===== config.mk =====
export PLATFORM = sky130hd
export DESIGN_NAME = dtw_hit_filter
export DESIGN_NICKNAME = d
export VERILOG_FILES = /design/src/rtl/haru_pkg.sv /design/src/rtl/dtw_min_tracker.sv /design/src/rtl/dtw_hit_filter.sv
export SDC_FILE = /design/constraint.sdc
export NUM_CORES = 1
export LEC_CHECK = 0
export BUFFER_PORTS_ARGS = -buffer_cell sky130_fd_sc_hd__buf_2
export CORE_MARGIN = 2
export CORE_UTILIZATION = 25
export DETAILED_ROUTE_END_ITERATION = 10
export SYNTH_ARGS = -nofsm -noshare
export SYNTH_HDL_FRONTEND = slang
export SYNTH_SLANG_ARGS = --single-unit
export TNS_END_PERCENT = 20

===== constraint.sdc =====
create_clock -name clk -period 2.8 [get_ports clk]
set_input_delay 0.42 -clock clk [delete_from_list [all_inputs] [get_ports clk]]
set_output_delay 0.42 -clock clk [all_outputs]
set_load 0.005 [all_outputs]

===== src/rtl/haru_pkg.sv =====
// Shared definitions for the DTW result path: result-word field offsets,
// summary-word layout and the hit-filter state encoding.
package haru_pkg;

    localparam int SCORE_W   = 16;
    localparam int POS_W     = 16;
    localparam int AXI_DW    = 32;

    // Result word: [31:16] score, [15:0] ref position
    localparam int SCORE_MSB = 31;
    localparam int SCORE_LSB = 16;
    localparam int POS_MSB   = 15;
    localparam int POS_LSB   = 0;

    // Second summary word: hit flag on top, hit count in the low half
    localparam int SUM_PAD_W = AXI_DW - 1 - SCORE_W;

    typedef enum logic [2:0] {
        ST_IDLE = 3'd0,
        ST_POP  = 3'd1,
        ST_CAP  = 3'd2,
        ST_SUM0 = 3'd3,
        ST_SUM1 = 3'd4,
        ST_DONE = 3'd5
    } state_t;

endpackage


===== src/rtl/dtw_min_tracker.sv =====
// Running minimum score, its ref position, and a saturating count of scores
// below the threshold. clear restarts all three for a new query.
module dtw_min_tracker #(
    parameter int SCORE_W = 16,
    parameter int POS_W   = 16
) (
    input  logic               clk,
    input  logic               rst,
    input  logic               i_clear,
    input  logic               i_valid,
    input  logic [SCORE_W-1:0] i_score,
    input  logic [POS_W-1:0]   i_pos,
    input  logic [SCORE_W-1:0] i_threshold,
    output logic [SCORE_W-1:0] o_min_score,
    output logic [POS_W-1:0]   o_min_pos,
    output logic [SCORE_W-1:0] o_hit_cnt
);

    logic [SCORE_W-1:0] r_min_score;
    logic [POS_W-1:0]   r_min_pos;
    logic [SCORE_W-1:0] r_hit_cnt;

    always_ff @(posedge clk) begin
        if (rst || i_clear) begin
            r_min_score <= '1;
            r_min_pos   <= '0;
            r_hit_cnt   <= '0;
        end else if (i_valid) begin
            // Strict compare keeps the first occurrence on a tie
            if (i_score < r_min_score) begin
                r_min_score <= i_score;
                r_min_pos   <= i_pos;
            end
            if ((i_score < i_threshold) && (r_hit_cnt != '1))
                r_hit_cnt <= r_hit_cnt + 1'b1;
        end
    end

    assign o_min_score = r_min_score;
    assign o_min_pos   = r_min_pos;
    assign o_hit_cnt   = r_hit_cnt;

endmodule


===== src/rtl/dtw_hit_filter.sv =====
// Drains dtw_core result words, tracks min score / position / hit count over
// one query, then pushes a two-word summary. Handshake: rden and wren are
// only asserted when the corresponding FIFO is not empty / not full.
module dtw_hit_filter
    import haru_pkg::*;
#(
    parameter int SCORE_W = 16,
    parameter int POS_W   = 16,
    parameter int AXI_DW  = 32
) (
    input  logic              clk,
    input  logic              rst,
    input  logic              running,
    input  logic [31:0]       res_len,
    input  logic [SCORE_W-1:0] threshold,
    output logic              busy,
    output logic              done,
    output logic              src_fifo_rden,
    input  logic              src_fifo_empty,
    input  logic [AXI_DW-1:0] src_fifo_data,
    output logic              sink_fifo_wren,
    input  logic              sink_fifo_full,
    output logic [AXI_DW-1:0] sink_fifo_data,
    output logic [SCORE_W-1:0] min_score,
    output logic [POS_W-1:0]  min_pos,
    output logic [2:0]        dbg_state
);

    state_t             r_state;
    state_t             w_next;
    logic [31:0]        r_res_len;
    logic [31:0]        r_rcv_cnt;
    logic [SCORE_W-1:0] r_thr;
    logic               w_start;
    logic               w_cap;
    logic [SCORE_W-1:0] w_hit_cnt;
    logic               w_hit;

    assign w_start = (r_state == ST_IDLE) && running;
    assign w_cap   = (r_state == ST_CAP);

    dtw_min_tracker #(.SCORE_W(SCORE_W), .POS_W(POS_W)) u_tracker (
        .clk         (clk),
        .rst         (rst),
        .i_clear     (w_start),
        .i_valid     (w_cap),
        .i_score     (src_fifo_data[SCORE_MSB:SCORE_LSB]),
        .i_pos       (src_fifo_data[POS_MSB:POS_LSB]),
        .i_threshold (r_thr),
        .o_min_score (min_score),
        .o_min_pos   (min_pos),
        .o_hit_cnt   (w_hit_cnt)
    );

    assign w_hit = (min_score < r_thr);

    always_ff @(posedge clk) begin
        if (rst) begin
            r_state   <= ST_IDLE;
            r_res_len <= '0;
            r_thr     <= '0;
            r_rcv_cnt <= '0;
        end else begin
            r_state <= w_next;
            if (w_start) begin
                r_res_len <= res_len;
                r_thr     <= threshold;
                r_rcv_cnt <= '0;
            end else if (w_cap) begin
                r_rcv_cnt <= r_rcv_cnt + 32'd1;
            end
        end
    end

    always_comb begin
        w_next         = r_state;
        busy           = 1'b0;
        done           = 1'b0;
        src_fifo_rden  = 1'b0;
        sink_fifo_wren = 1'b0;
        sink_fifo_data = '0;
        case (r_state)
            ST_IDLE: begin
                if (running)
                    w_next = (res_len == 32'd0) ? ST_SUM0 : ST_POP;
            end
            ST_POP: begin
                busy          = 1'b1;
                src_fifo_rden = !src_fifo_empty;
                if (!src_fifo_empty)
                    w_next = ST_CAP;
            end
            ST_CAP: begin
                busy   = 1'b1;
                w_next = ((r_rcv_cnt + 32'd1) == r_res_len) ? ST_SUM0 : ST_POP;
            end
            ST_SUM0: begin
                busy           = 1'b1;
                sink_fifo_data = {min_score, min_pos};
                sink_fifo_wren = !sink_fifo_full;
                if (!sink_fifo_full)
                    w_next = ST_SUM1;
            end
            ST_SUM1: begin
                busy           = 1'b1;
                sink_fifo_data = {w_hit, {SUM_PAD_W{1'b0}}, w_hit_cnt};
                sink_fifo_wren = !sink_fifo_full;
                if (!sink_fifo_full)
                    w_next = ST_DONE;
            end
            ST_DONE: begin
                done   = 1'b1;
                w_next = ST_IDLE;
            end
            default: w_next = ST_IDLE;
        endcase
    end

    assign dbg_state = r_state;

endmodule


==> flow_summary.ini, run 1 <==
[global_route]
gr-usage-all-layers_pct = 13.9
grt_first_pass_wirelength_mm = 34.4
grt_use_met2_pct = 23.8
grt_antenna_before_repair = 0
gr-total-overflow = 0
global_route.usage.met3_pct = 2.90
groute.layer.met1.usage_pct = 17.7
most_used_routing_layer = met2
grt_pass1_vias = 6609
pin_count_of_the_biggest_net_entering_global_routing = 49

[clock_tree]
tritoncts.num_buffers = 17
cts.clk_slew.worst_paths_ns = 0.06
ctsLongestPathBuffers = 2
clock-root-buffer = clkbuf_16
postCtsHoldBufs = 0
clkSinkCount = 131
insertion_delay_ns = 0.43
tritoncts = done
htree_levels = 4

[finish]
design.final.nets = 1232
layout_common_cells = 155 x buf_2, 149 x nand2_1, 128 x dfxtp_1
most_frequent_standard_cell_in_the_layout_excluding_fill_and_tap_cells = buf_2
flow.area_growth_from_synthesis_pct = 26.2
fillCellCount = 3104
diodes_inserted = 0
drive_above_1_share_pct = 22.6
final_util_pct = 32.2
fin_area_sq_um = 9560

[drt]
drc = 0
route.final.wire_length_mm = 21.8
drt_iter0_drc = 449
avgRoutedWirePerCell_um = 14.5
detail-route-antenna-nets = 0
vias = 7032
drt-pass1-iter-count = 5
vias_per_cell = 4.68

[power_and_ir_drop]
total_power_divided_by_cell_area_nw_per_um2 = 516
vdd_drop_max_uv = 333
standby_leakage_power_nw = 3.95

[placement]
post-place-ws_ns = 0.0380
gp_routability_congestion = 0.823
hpwl_mm = 16.6
placed_cell_area_sq_um = 8950
port_buffers = 155

[critical_path]
path_common_cell = a21o_1
worst-endpoint-required_ns = 2.38
reg2reg_to = u_tracker.o_hit_cnt[8]
crit_buf_inv = 1
path_cells = ha_4 -> a21o_1 -> a21o_1 -> a21o_1 -> a21o_1 -> a21o_1 -> a31oi_2 -> a221o_1 -> buf_2
crit_path_max_fanout = 4
setup.worst_path.class = register to output pin
worst_path_max_delay_cell = dfxtp_2
rrSetupSlack_ns = 0.20
critPathArrivalTime_ns = 2.26
end_kind = output pin
critPathMaxStageDelay_ns = 0.38
worstRegToRegCells = 10
regToRegStartpoint = r_thr[9]
cpLargestDelayFamily = compound AO/OA/AOI/OAI gates
setup.worst_path.start_class = register

[logic_synthesis]
netlist-cell-type-count = 63
synth_cells = 944
postSynth.asyncResetShare_pct = 0
seq_area_frac_synth_pct = 34.6
post_synth_top_area_share_pct = 34.6
synthesis.nets = 1076
largest_area_contributor_in_the_synthesized_netlist = dfxtp_1
postSynthRegisterBits = 131
ys_dominant_reg_cell = dfxtp_1
post_synth_main_area_contributors = dfxtp_1 35%, ha_1 7.8%, nand2_1 7.4%
postSynthAreaPerCell_sq_um = 8.02
synth_edf_count = 0
mappedNetlistArea_sq_um = 7570
yosys_warnings = 0

[floorplanning]
num_rows = 63
floorplan.die.width_um = 178
num_io_pins = 156
fp.dieArea_sq_um = 31700
start_util_pct = 25.5
die-height_um = 178
fp.coreArea_sq_um = 29700

[min_path]
worst_hold_path.endpoint = r_thr[1]
worst_hold_startpoint = threshold[1]
whs_path_depth = 3
holdCritPathClass = primary input to register

[sta]
tns_ns = 0
worst_slew_margin_rel_pct = 30.8
max_slew.worst_pin.slew_ns = 1.03
fin_crit_sh_pct = 95.8
max_freq_mhz = 373
final_period_minus_worst_setup_slack_ns = 2.68
fin_worst_setup_slack_ns = 0.116
final_slew_viol_count = 0
post_route_clock_skew_ns = 0.0105
rsz_0062_raised_after_global_routing = no
hold_viol = 0
setup_viol = 0

[outcome]
outcome = completed

[run]
drv.max_cap_violation_count = 0
[logic make-up after synthesis]
family / after synthesis / synth area share, %
multiplexers: 19 / 2.51
buffers and inverters: 99 / 5.16
AND/OR/NAND/NOR: 388 / 24.8
flip-flops: 131 / 34.6
adder cells (fa/ha/maj): 48 / 7.90
XOR/XNOR: 81 / 9.37
AO/OA/AOI/OAI: 178 / 15.6
[metal layers]
layer | part of all wire (%) | vias to the layer above
li1 | - | 3579
met1 | 47 | 3228
met2 | 47 | 206
met3 | 5.1 | 19
met4 | 1.2 | 0
met5 | 0 | -
[worst max path at each step]
stage                                        start                      end  slack (ns)  cells past startpoint
final                     u_tracker.o_min_score[1]       sink_fifo_data[31]        0.12                      9
after global routing                      r_thr[1]       sink_fifo_data[31]       0.005                     10
after CTS                                 r_thr[1]       sink_fifo_data[31]        0.01                     10
after detailed placement         src_fifo_data[25]   u_tracker.o_hit_cnt[8]        0.04                     10
after global placement           src_fifo_data[25]  u_tracker.o_hit_cnt[10]        0.08                     10
after floorplan                  src_fifo_data[25]  u_tracker.o_hit_cnt[13]        0.34                      9
[state kept, by name, indices dropped and copies added (netlist names)]
name / cells
dbg_state: 3
r_rcv_cnt: 32
r_res_len: 32
r_thr: 16
u_tracker.o_hit_cnt: 16
u_tracker.o_min_pos: 16
u_tracker.o_min_score: 16
[where the power goes]
group | total [mW] | leakage (nW) | internal (mW) | switching [mW]
sequential | 2.00 | 1.06 | 1.94 | 0.0635
clock | 2.25 | 0.285 | 1.32 | 0.929
combinational | 0.676 | 2.60 | 0.284 | 0.392
total | 4.93 | 3.95 | 3.54 | 1.39
[worst min-delay path: stages]
cell,delay (ns)
buf_2,0.09
nand2_1,0.04
a21oi_1,0.05
[final cells by class]
cell class                 count  area, sq um  share of cell area, %
tap                          390          488                   5.11
inverter                      42          158                   1.65
clock inverter                14          153                   1.60
clock buffer                  18          429                   4.49
timing repair buffer         194         1090                   11.4
sequential                   131         2630                   27.5
multi-input combinational    714         4610                   48.2
[timing repair]
item	in CTS	in global routing
pin swaps	4	0
endpoints found under the hold margin	0	0
endpoints found under the setup margin	1	2
gates cloned	0	0
setup buffers	0	0
resized for setup	2	6
[through the flow]
step	instances	total power [mW]	hold WS [ns]
3_5_place_dp	1471	2.72	0.448
4_1_cts	1503	5.00	0.213
5_1_grt	1503	5.17	0.220
3_3_place_gp	1471	2.71	0.443
6_report	1503	4.93	0.230
2_1_floorplan	944	2.45	0.436
[synth_stat cells (all sizes together) (20+ instances only)]
cell type / instances
dfxtp: 131
a21o: 22
o21ai: 26
clkbuf: 43
inv: 42
a21oi: 68
ha: 47
nor2: 86
xnor2: 49
nand3: 24
o211ai: 20
xor2: 32
nand2: 149
nand4: 29
No activity file was read; power rests on OpenSTA's default activity.
==> run 2: changes to the inputs <==
- GPL_ROUTABILITY_DRIVEN: default -> 0
- RECOVER_POWER: default -> 100
- clock period: 2.8 -> 3.45 ns (I/O delays scaled with it)
==> run 2 against run 1 <==
  * Setup slack better by 0.22 ns
  * Global-route usage is 0.35 points lower
  * Critical path depth is 1 higher
  * Critical path type is now register to register
  * Clock power shrank 15%
  * Sequential power is 19% lower
  * Largest cell class unchanged
  * The flow now finishes with violations (capacitance limit, slew limit)
  * Largest power group unchanged
==> flow_summary.ini, run 2 (synthesized netlist as in run 1, its figures left out) <==
[outcome]
outcome = finished, violations left
failed_checks = capacitance limit, slew limit

[critical_path]
cp-endpoint = u_tracker.o_min_pos[7]
rrSetupSlack_ns = 0.33
critPathArrivalTime_ns = 3.43
worst-endpoint-required_ns = 3.76
reg2reg_to = u_tracker.o_min_pos[7]
setup.worst_path.class = register to register
setup.worst_path.start_class = register
worst_setup_path_startpoint = u_tracker.o_min_score[1]
end_kind = register
worstRegToRegCells = 10
regToRegStartpoint = u_tracker.o_min_score[1]
crit_path_max_fanout = 36

[finish]
final_cell_count_no_fill = 1478
fin_area_sq_um = 9270
biggest_regs = r_rcv_cnt x32, r_res_len x32
drive_above_1_share_pct = 16.5
design.final.nets = 1208
diodes_inserted = 0
most_frequent_standard_cell_in_the_layout_excluding_fill_and_tap_cells = nand2_1
final_util_pct = 31.2
flow.area_growth_from_synthesis_pct = 22.4
layout_common_cells = 149 x nand2_1, 131 x dfxtp_1, 118 x buf_2

[power_and_ir_drop]
standby_leakage_power_nw = 3.66
internal_power_mw = 2.98
seq_pwr_share_pct = 40.0
vdd_drop_max_uv = 281
total_power_divided_by_cell_area_nw_per_um2 = 439
power_mw = 4.07
power.share.clock_pct = 47.1
combinationalPowerShare_pct = 13.0
power.net_switching_mw = 1.09
netSwitchingFraction_pct = 26.8

[placement]
hpwl_mm = 16.3
port_buffers = 155
place_inst = 1447
post-place-ws_ns = 0.486
placed_cell_area_sq_um = 8750

[drt]
vias_per_cell = 4.69
drt-pass1-iter-count = 4
vias = 6930
drt_iter0_drc = 349
route.final.wire_length_mm = 21.6
detail-route-antenna-nets = 0
drc = 0
avgRoutedWirePerCell_um = 14.6

[global_route]
grt_antenna_before_repair = 1
grt_pass1_vias = 6374
gr-total-overflow = 0
pin_count_of_the_biggest_net_entering_global_routing = 49
grt_first_pass_wirelength_mm = 33.6
gr-usage-all-layers_pct = 13.6

[floorplanning]
start_util_pct = 25.5
num_rows = 63
fp.coreArea_sq_um = 29700
fp.dieArea_sq_um = 31700
floorplan.die.width_um = 178
die-height_um = 178
num_io_pins = 156

[sta]
fin_crit_sh_pct = 90.3
final_period_minus_worst_setup_slack_ns = 3.12
timing.hold.ws_ns = 0.326
setup_viol = 0
post_route_clock_skew_ns = 0.00894
final_slew_viol_count = 32
hold_viol = 0
rsz_0062_raised_after_global_routing = no
fin_worst_setup_slack_ns = 0.334
max_freq_mhz = 321
tns_ns = 0
max_slew.worst_pin.slew_ns = 1.50
worst_slew_margin_rel_pct = -0.0483

[clock_tree]
clkSinkCount = 131
cts_setup_buffers = 0
postCtsHoldBufs = 0
ctsLongestPathBuffers = 2
tritoncts = done
tritoncts.num_buffers = 17
ctsResizeCount = 0
htree_levels = 4
insertion_delay_ns = 0.42
cts.clk_slew.worst_paths_ns = 0.06
clock-root-buffer = clkbuf_16

[run]
drv.max_cap_violation_count = 1

[min_path]
holdCritPathClass = primary input to register
[run 2: cell types whose count changed in the layout (fill, tap and decap cells not counted), moves of 7 or more]
| cell | previous run | this run |
|---|---|---|
| and2_0 | 0 | 7 |
| and2_1 | 18 | 11 |
| buf_2 | 155 | 118 |
| buf_4 | 37 | 9 |
| clkbuf_1 | 1 | 41 |
[run 2: power groups by stage]
stage	Clock (mW)	Combinational (mW)	Sequential (mW)
floorplan	0	0.345	1.64
global placement	0	0.530	1.66
detailed placement	0	0.541	1.66
CTS	1.97	0.543	1.63
global route	2.02	0.597	1.63
finish	1.91	0.527	1.63
[run 2: critical path, cell delays in order, from the launching register on]
cell and delay [ns]:
dfxtp_1 0.38, inv_1 0.08, ha_1 0.27, a21o_1 0.16
a21o_1 0.17, a211oi_1 0.27, o21ai_0 0.25, a41oi_4 0.29
clkbuf_2 0.76, mux2i_1 0.28, nor2_1 0.06
[run 2: worst min path at each step]
stage / start / endpoint / slack, ns / cells past startpoint
5_1_grt: src_fifo_data[15] / u_tracker.o_min_pos[15] / 0.33 / 3
3_3_place_gp: r_thr[14] / r_thr[14] / 0.44 / 2
2_1_floorplan: r_res_len[8] / r_res_len[8] / 0.44 / 2
6_report: threshold[9] / r_thr[9] / 0.33 / 3
4_1_cts: threshold[9] / r_thr[9] / 0.31 / 3
3_5_place_dp: r_thr[10] / r_thr[10] / 0.45 / 2
[run 2: cell type report]
class                   instances  area, sq um
clock buffers                  20          467
clock inverters                11          151
fillers                      3142        20500
inverters                      42          158
multi-input cells             714         4560
flip-flops and latches        131         2620
well taps                     390          488
repair buffers                170          822
[run 2: per-layer routing]
layer  GRT usage (%)  routed length (um)
met1            17.2               10100
met2            22.6                9860
met3            2.98                1270
met4            4.78                 432
met5               0                   0
